--- src/rtl/mem_ctrl_pkg.sv ---
// -----------------------------------------------------------------------------
// mem_ctrl_pkg
// Shared types and constants for the byte-wide RAM port controller:
//   - bus width typedefs (address, byte, instruction)
//   - LSB access size encodings
//   - controller state encoding
//   - requester identifiers used by the round-robin arbiter
//   - default value of addr[17:16] that marks the IO window
//   - small decode helpers used by mem_ctrl
// -----------------------------------------------------------------------------
package mem_ctrl_pkg;

  typedef logic [31:0] addr_bus_t;
  typedef logic [7:0]  byte_bus_t;
  typedef logic [31:0] inst_bus_t;

  // LSB access size encodings (3 is illegal and decodes as a word).
  localparam logic [1:0] SIZE_B = 2'd0;
  localparam logic [1:0] SIZE_H = 2'd1;
  localparam logic [1:0] SIZE_W = 2'd2;

  // addr[17:16] value that selects the IO space.
  localparam logic [1:0] IO_SEL_DEFAULT = 2'b11;

  // Controller states.
  typedef enum logic [1:0] {
    MC_IDLE  = 2'd0,
    MC_READ  = 2'd1,
    MC_WRITE = 2'd2
  } mc_state_e;

  // Requester identity, used both for the current owner and last grant.
  typedef enum logic {
    GRANT_IF = 1'b0,
    GRANT_LS = 1'b1
  } grant_e;

  // Number of RAM byte cycles for an LSB access size.
  function automatic logic [2:0] size_to_bytes(input logic [1:0] size);
    logic [2:0] n;
    case (size)
      SIZE_B:  n = 3'd1;
      SIZE_H:  n = 3'd2;
      SIZE_W:  n = 3'd4;
      default: n = 3'd4;
    endcase
    return n;
  endfunction

  // True when the address window bits select IO space.
  function automatic logic is_io_sel(input logic [1:0] win_bits,
                                     input logic [1:0] io_sel);
    return (win_bits == io_sel);
  endfunction

endpackage

--- src/rtl/mem_ctrl.sv ---
// -----------------------------------------------------------------------------
// mem_ctrl
// Arbiter and byte sequencer for the single byte-wide RAM port shared by the
// instruction fetch unit and the load/store buffer.
//
// Ports:
//   clk_in, rst_in (async active-low), rdy_in (0 freezes all state)
//   clear            pipeline flush: aborts reads, blocks acceptance in IDLE
//   io_buffer_full   stalls IO-space writes while high
//   if_req/if_addr   fetch 4-byte read request; if_done/if_inst result
//   ls_req/ls_we/ls_size/ls_addr/ls_wdata  LSB request; ls_done/ls_rdata
//   mem_din/mem_dout/mem_a/mem_wr           RAM port (read data one cycle
//                                           after its address)
//
// Timing: a read of n bytes drives addresses in the n cycles after the accept
// edge and reports done n+2 cycles after accept. A write of n bytes drives one
// byte per cycle and reports done n+1 cycles after accept when not stalled.
// -----------------------------------------------------------------------------
module mem_ctrl
  import mem_ctrl_pkg::*;
#(
  parameter logic [1:0] IO_SEL = IO_SEL_DEFAULT
) (
  input  logic        clk_in,
  input  logic        rst_in,
  input  logic        rdy_in,
  input  logic        clear,
  input  logic        io_buffer_full,
  input  logic        if_req,
  input  logic [31:0] if_addr,
  output logic        if_done,
  output logic [31:0] if_inst,
  input  logic        ls_req,
  input  logic        ls_we,
  input  logic [1:0]  ls_size,
  input  logic [31:0] ls_addr,
  input  logic [31:0] ls_wdata,
  output logic        ls_done,
  output logic [31:0] ls_rdata,
  input  logic [7:0]  mem_din,
  output logic [7:0]  mem_dout,
  output logic [31:0] mem_a,
  output logic        mem_wr
);

  mc_state_e  state_r,      state_nxt_s;
  grant_e     owner_r,      owner_nxt_s;
  grant_e     last_grant_r, last_grant_nxt_s;
  addr_bus_t  addr_r,       addr_nxt_s;
  logic [2:0] n_r,          n_nxt_s;
  // READ: cycles elapsed since accept. WRITE: index of the byte on the bus.
  logic [2:0] cnt_r,        cnt_nxt_s;
  logic [31:0] wdata_r,     wdata_nxt_s;
  logic [31:0] asm_r,       asm_nxt_s;
  addr_bus_t  mem_a_r,      mem_a_nxt_s;
  byte_bus_t  mem_dout_r,   mem_dout_nxt_s;
  logic       mem_wr_r,     mem_wr_nxt_s;
  logic       if_done_r,    if_done_nxt_s;
  inst_bus_t  if_inst_r,    if_inst_nxt_s;
  logic       ls_done_r,    ls_done_nxt_s;
  logic [31:0] ls_rdata_r,  ls_rdata_nxt_s;

  logic [31:0] asm_s;
  logic [1:0]  rd_idx_s;
  logic [1:0]  wr_idx_s;
  logic        io_stall_s;
  logic        accept_s;
  logic        pick_ls_s;

  // The byte arriving at the end of read cycle cnt belongs to address cnt-1;
  // for cnt = 4 the 2-bit wrap gives index 3 as required.
  always_comb begin
    rd_idx_s = cnt_r[1:0] - 2'd1;
    asm_s    = asm_r;
    asm_s[{rd_idx_s, 3'b000} +: 8] = mem_din;
  end

  // Write-side strobes and arbitration decode.
  always_comb begin
    wr_idx_s   = cnt_r[1:0] + 2'd1;
    io_stall_s = (state_r == MC_WRITE) &&
                 is_io_sel(addr_r[17:16], IO_SEL) && io_buffer_full;
    // A done pulse still high means the requester has not yet dropped req.
    accept_s   = !clear && !if_done_r && !ls_done_r && (if_req || ls_req);
    // Fetch wins a tie unless it was the last one served.
    pick_ls_s  = ls_req && (!if_req || (last_grant_r == GRANT_IF));
  end

  // Next-state and next-output logic for the sequencer.
  always_comb begin
    state_nxt_s      = state_r;
    owner_nxt_s      = owner_r;
    last_grant_nxt_s = last_grant_r;
    addr_nxt_s       = addr_r;
    n_nxt_s          = n_r;
    cnt_nxt_s        = cnt_r;
    wdata_nxt_s      = wdata_r;
    asm_nxt_s        = asm_r;
    mem_a_nxt_s      = mem_a_r;
    mem_dout_nxt_s   = mem_dout_r;
    mem_wr_nxt_s     = mem_wr_r;
    if_done_nxt_s    = 1'b0;
    if_inst_nxt_s    = if_inst_r;
    ls_done_nxt_s    = 1'b0;
    ls_rdata_nxt_s   = ls_rdata_r;

    case (state_r)
      MC_IDLE: begin
        mem_a_nxt_s    = 32'd0;
        mem_dout_nxt_s = 8'd0;
        mem_wr_nxt_s   = 1'b0;
        cnt_nxt_s      = 3'd0;
        asm_nxt_s      = 32'd0;
        if (accept_s) begin
          if (pick_ls_s) begin
            owner_nxt_s      = GRANT_LS;
            last_grant_nxt_s = GRANT_LS;
            addr_nxt_s       = ls_addr;
            n_nxt_s          = size_to_bytes(ls_size);
            wdata_nxt_s      = ls_wdata;
            mem_a_nxt_s      = ls_addr;
            if (ls_we) begin
              state_nxt_s    = MC_WRITE;
              mem_wr_nxt_s   = 1'b1;
              mem_dout_nxt_s = ls_wdata[7:0];
            end else begin
              state_nxt_s    = MC_READ;
            end
          end else begin
            owner_nxt_s      = GRANT_IF;
            last_grant_nxt_s = GRANT_IF;
            addr_nxt_s       = if_addr;
            n_nxt_s          = 3'd4;
            wdata_nxt_s      = 32'd0;
            mem_a_nxt_s      = if_addr;
            state_nxt_s      = MC_READ;
          end
        end else begin
          state_nxt_s = MC_IDLE;
        end
      end

      MC_READ: begin
        if (clear) begin
          // Speculative read: drop it and everything collected so far.
          state_nxt_s = MC_IDLE;
          mem_a_nxt_s = 32'd0;
          cnt_nxt_s   = 3'd0;
          asm_nxt_s   = 32'd0;
        end else if (cnt_r == n_r) begin
          state_nxt_s = MC_IDLE;
          mem_a_nxt_s = 32'd0;
          cnt_nxt_s   = 3'd0;
          asm_nxt_s   = asm_s;
          if (owner_r == GRANT_IF) begin
            if_done_nxt_s = 1'b1;
            if_inst_nxt_s = asm_s;
          end else begin
            ls_done_nxt_s  = 1'b1;
            ls_rdata_nxt_s = asm_s;
          end
        end else begin
          cnt_nxt_s = cnt_r + 3'd1;
          if (cnt_r != 3'd0) begin
            asm_nxt_s = asm_s;
          end else begin
            asm_nxt_s = asm_r;
          end
          // Keep issuing addresses until all n have gone out, then park at 0
          // while the final byte comes back.
          if ((cnt_r + 3'd1) < n_r) begin
            mem_a_nxt_s = addr_r + {29'd0, cnt_r} + 32'd1;
          end else begin
            mem_a_nxt_s = 32'd0;
          end
        end
      end

      MC_WRITE: begin
        // Stores are committed, so clear has no effect here.
        if (io_stall_s) begin
          state_nxt_s = MC_WRITE;
        end else if (cnt_r == (n_r - 3'd1)) begin
          state_nxt_s    = MC_IDLE;
          cnt_nxt_s      = 3'd0;
          mem_wr_nxt_s   = 1'b0;
          mem_a_nxt_s    = 32'd0;
          mem_dout_nxt_s = 8'd0;
          ls_done_nxt_s  = 1'b1;
        end else begin
          cnt_nxt_s      = cnt_r + 3'd1;
          mem_a_nxt_s    = addr_r + {29'd0, cnt_r} + 32'd1;
          mem_dout_nxt_s = wdata_r[{wr_idx_s, 3'b000} +: 8];
        end
      end

      default: begin
        state_nxt_s    = MC_IDLE;
        cnt_nxt_s      = 3'd0;
        mem_a_nxt_s    = 32'd0;
        mem_dout_nxt_s = 8'd0;
        mem_wr_nxt_s   = 1'b0;
      end
    endcase
  end

  // State and output registers; rdy_in low freezes everything.
  always_ff @(posedge clk_in or negedge rst_in) begin
    if (!rst_in) begin
      state_r      <= MC_IDLE;
      owner_r      <= GRANT_IF;
      last_grant_r <= GRANT_LS;
      addr_r       <= 32'd0;
      n_r          <= 3'd0;
      cnt_r        <= 3'd0;
      wdata_r      <= 32'd0;
      asm_r        <= 32'd0;
      mem_a_r      <= 32'd0;
      mem_dout_r   <= 8'd0;
      mem_wr_r     <= 1'b0;
      if_done_r    <= 1'b0;
      if_inst_r    <= 32'd0;
      ls_done_r    <= 1'b0;
      ls_rdata_r   <= 32'd0;
    end else if (rdy_in) begin
      state_r      <= state_nxt_s;
      owner_r      <= owner_nxt_s;
      last_grant_r <= last_grant_nxt_s;
      addr_r       <= addr_nxt_s;
      n_r          <= n_nxt_s;
      cnt_r        <= cnt_nxt_s;
      wdata_r      <= wdata_nxt_s;
      asm_r        <= asm_nxt_s;
      mem_a_r      <= mem_a_nxt_s;
      mem_dout_r   <= mem_dout_nxt_s;
      mem_wr_r     <= mem_wr_nxt_s;
      if_done_r    <= if_done_nxt_s;
      if_inst_r    <= if_inst_nxt_s;
      ls_done_r    <= ls_done_nxt_s;
      ls_rdata_r   <= ls_rdata_nxt_s;
    end
  end

  // The IO stall gates the write strobe in the same cycle the buffer reports
  // full, so no byte is ever pushed into a full IO sink.
  assign mem_wr   = mem_wr_r & ~io_stall_s;
  assign mem_a    = mem_a_r;
  assign mem_dout = mem_dout_r;
  assign if_done  = if_done_r;
  assign if_inst  = if_inst_r;
  assign ls_done  = ls_done_r;
  assign ls_rdata = ls_rdata_r;

endmodule

--- config.mk ---
export PLATFORM = sky130hd
export DESIGN_NAME = mem_ctrl
export DESIGN_NICKNAME = d
export VERILOG_FILES = /design/src/rtl/mem_ctrl_pkg.sv /design/src/rtl/mem_ctrl.sv
export SDC_FILE = /design/constraint.sdc
export NUM_CORES = 1
export LEC_CHECK = 0
export CAP_MARGIN = 30
export CORE_UTILIZATION = 45
export CTS_CLUSTER_SIZE = 24
export DETAILED_ROUTE_END_ITERATION = 7
export PLACE_DENSITY = 0.75
export SLEW_MARGIN = 5
export SYNTH_ARGS = -nofsm -noshare
export SYNTH_HDL_FRONTEND = slang
export SYNTH_SLANG_ARGS = --single-unit
--- constraint.sdc ---
create_clock -name clk_in -period 2.55 [get_ports clk_in]
set_input_delay 0.6375 -clock clk_in [delete_from_list [all_inputs] [get_ports clk_in]]
set_output_delay 0.6375 -clock clk_in [all_outputs]
set_load 0.05 [all_outputs]
==> key figures <==
Timing
  – Final setup TNS: 0 ps
  – Fmax achieved: 0.405 GHz
  – Fin Hold WS: 61.6 ps
  – Final hold viol count: 0
  – Worst Tran Pin Value: 598 ps
  – Final setup viols: 0
  – Final Cycle Share: around 97%
  – Slew Limit Headroom: 60.0%
  – Clock period minus final worst setup slack: 2470 ps
  – Slew Limit Fails: 0
  – Worst Clk Skew: between 10 and 15 ps
  – Setup ws final: 79.9 ps

Clock tree
  – H-tree depth: 1
  – CTS Buffer Depth: 3
  – Worst-path clk slew: 60 ps
  – Clk root buf: clkbuf_16
  – CTS buffer count: 23
  – CTS tree: done
  – Clk Latency, worst-skew pair: 510 ps
  – Num Clock Sinks: 213

Global route
  – Routing usage on met2: a little under two fifths
  – Grt met3 use: under 10%
  – Largest net degree at the start of global routing: 74
  – Global routing usage on met1: 32.8%
  – GRT Residual Overflow: 0
  – Vias in the first global route: roughly 8.5k
  – Global-route wire length before repair: between 40 and 50 mm
  – Total GRT Usage: 23.4%
  – Initial antenna violation count: 2
  – GR peak layer: met2

Placed design
  – Routability cong.: 0.842
  – Pre-CTS setup slack: 55.4 ps
  – Port Buffer Count: 220
  – Hpwl dp: 18.6 mm

Yosys
  – Cells after Synth: 1017
  – Mapped Nets: 1150
  – Primary FF master, synth: dfrtp_1
  – FF+latch count, synth: around 210
  – Distinct cells, synth: 56
  – FFs w/ async S/R, synth: between 90% and 100%
  – Synth warn: 0
  – Sequential area share after synthesis: a little over half
  – Synth Cell Area: 0.0101 mm^2
  – Post-synth EDFFs: 0
  – Post-Syn Area per Cell: between 9 and 10 um^2

Power and ir drop
  – PwrDens: 1170 mW/mm^2
  – Leakage: 0.00593 uW
  – Max IR drop VDD: 0.000532 V

Layout
  – P&R area growth vs syn: 34.5%
  – Final #Nets: 1363
  – Share of cells above drive strength 1: 8.85%
  – Commonest non-fill, non-tap cells in the layout: clkdlybuf4s50_1, dfrtp_1, nand2_1
  – Antenna Cells: 0
  – Most common cell after layout, fill and taps aside: clkdlybuf4s50_1

Floorplan
  – Ports: 221
  – Site row count: 54
  – Die Y: 152 um
  – Initial Utilization: a little under half
  – Die ar.: about 0.023 mm^2
  – Die width: 152 um
  – Core box area: between 0.02 and 0.025 mm^2

Detailed routing
  – WL final: 26.7 mm
  – DR vias/cell: around 5.5
  – WL per Instance: 17.5 um
  – DRC: 0
  – ANT nets after route: 0
  – Drt pass-1 iters: 5
  – Vias: about 8.4k
  – Initial drt markers: roughly 580

Setup path
  – Peak fanout along the critical path: 4
  – Setup Crit Path Kind: reg2out
  – Worst setup EP type: output port
  – CP Data Arrival Time: around 1800 ps
  – CP Launch Type: flip-flop
  – CP required: about 1900 ps

Hold path
  – Worst Hold Class: in2async

Status
  – Status: finished, final reports clean

Flow run
  – Max cap viols: 0
## worst paths after layout
check                             start           end  slack, ps  cells past startpoint
max reg2reg                      n_r[0]    if_inst[7]        130                      6
min reg2reg                ls_rdata[29]  ls_rdata[29]        480                      2
max in group asynchronous        rst_in      cnt_r[1]       1750                      2
min in group clk_in        ls_rdata[29]  ls_rdata[29]        480                      2
min                              rst_in  ls_rdata[25]         60                      1
max                          state_r[0]        mem_wr         80                      5
## critical path: stages, from the launching register on
cell and delay (ps):
dfrtp_1 420, inv_1 100, ha_2 220, nand4_1 170, and2_1 230, buf_4 190
## synthesized netlist by cell type (all sizes together), types with 2 or more instances
library cell / n / share of area, %
a211oi: 2 / 0.15
a21o: 3 / 0.22
a21oi: 79 / 3.9
a22o: 32 / 2.8
a22oi: 8 / 0.59
a31o: 2 / 0.17
a31oi: 3 / 0.19
and2: 3 / 0.19
and3: 6 / 0.38
and4: 3 / 0.26
buf: 25 / 1.3
clkbuf: 43 / 2.0
dfrtp: 212 / 52
ha: 18 / 2.2
inv: 21 / 0.78
mux2i: 32 / 3.2
mux4: 8 / 1.8
nand2: 192 / 7.1
nand3: 12 / 0.59
nand3b: 2 / 0.15
nand4: 17 / 1.1
nor2: 46 / 1.7
nor2b: 34 / 2.1
nor3: 5 / 0.25
nor4: 6 / 0.50
nor4b: 3 / 0.38
o21ai: 115 / 5.7
o221ai: 29 / 2.6
o22ai: 2 / 0.12
o41ai: 2 / 0.17
or2: 6 / 0.37
or3: 2 / 0.14
xnor2: 10 / 0.87
xor2: 22 / 1.9
## cells by family (layout without fill, tap and decap cells)
family                     after synthesis  in the layout  synth area share, %
adders and majority gates               19             19                 2.43
AOI/OAI and AO/OA                      283            283                 17.2
muxes                                   41             41                 5.06
and+or+nand+nor                        339            339                 15.4
DFF                                    213            213                 52.7
buffers and inverters                   89            315                 4.09
xor gates and xnor gates                33             33                 3.00
## flip-flops by register name, summed over array words and instances (netlist names)
| signal | count |
|---|---|
| addr_r | 32 |
| asm_r | 32 |
| cnt_r | 3 |
| if_done | 1 |
| if_inst | 32 |
| last_grant_r | 1 |
| ls_done | 1 |
| ls_rdata | 32 |
| mem_a | 32 |
| mem_dout | 8 |
| mem_wr_r | 1 |
| n_r | 3 |
| owner_r | 1 |
| state_r | 2 |
| wdata_r | 32 |
## metrics by stage
step	total power (uW)	util, %	std cells	cell area [um^2]
after global routing	16800	62.1	1523	13600
after CTS	16000	62.0	1522	13600
after detailed placement	12300	58.2	1484	12700
after floorplan	9810	-	1017	10100
final	16000	62.1	1523	13600
after global placement	12100	58.2	1484	12700
## what timing repair did
action                     CTS  global route
hold buffers                 0             0
setup buffers                0             1
setup endpoints to repair    0            28
gates resized for setup      0             5
## where the power goes
| group | leakage, uW | internal (uW) | switching, uW |
|---|---|---|---|
| combinational | 0.00269 | 2530 | 4360 |
| sequential | 0.00283 | 4520 | 878 |
| clock | 0.000408 | 2350 | 1330 |
| total | 0.00593 | 9400 | 6570 |
## final cells by class
type                            instances  area, um^2
Clock buffer                           33         683
Clock inverter                          5         150
Fill cell                            1854        8300
Inverter                               21        78.8
Multi-Input combinational cell        715        4400
Sequential cell                       213        5330
Tap cell                              280         350
Timing Repair Buffer                  256        2600
## metal layers
metal / routed length [um] / vias up
met5: 11 / -
met4: 810 / 2
met3: 1750 / 57
met2: 12500 / 281
met1: 11600 / 4043
li1: - / 3986
Note: power is estimated with default switching activity, not from simulation.
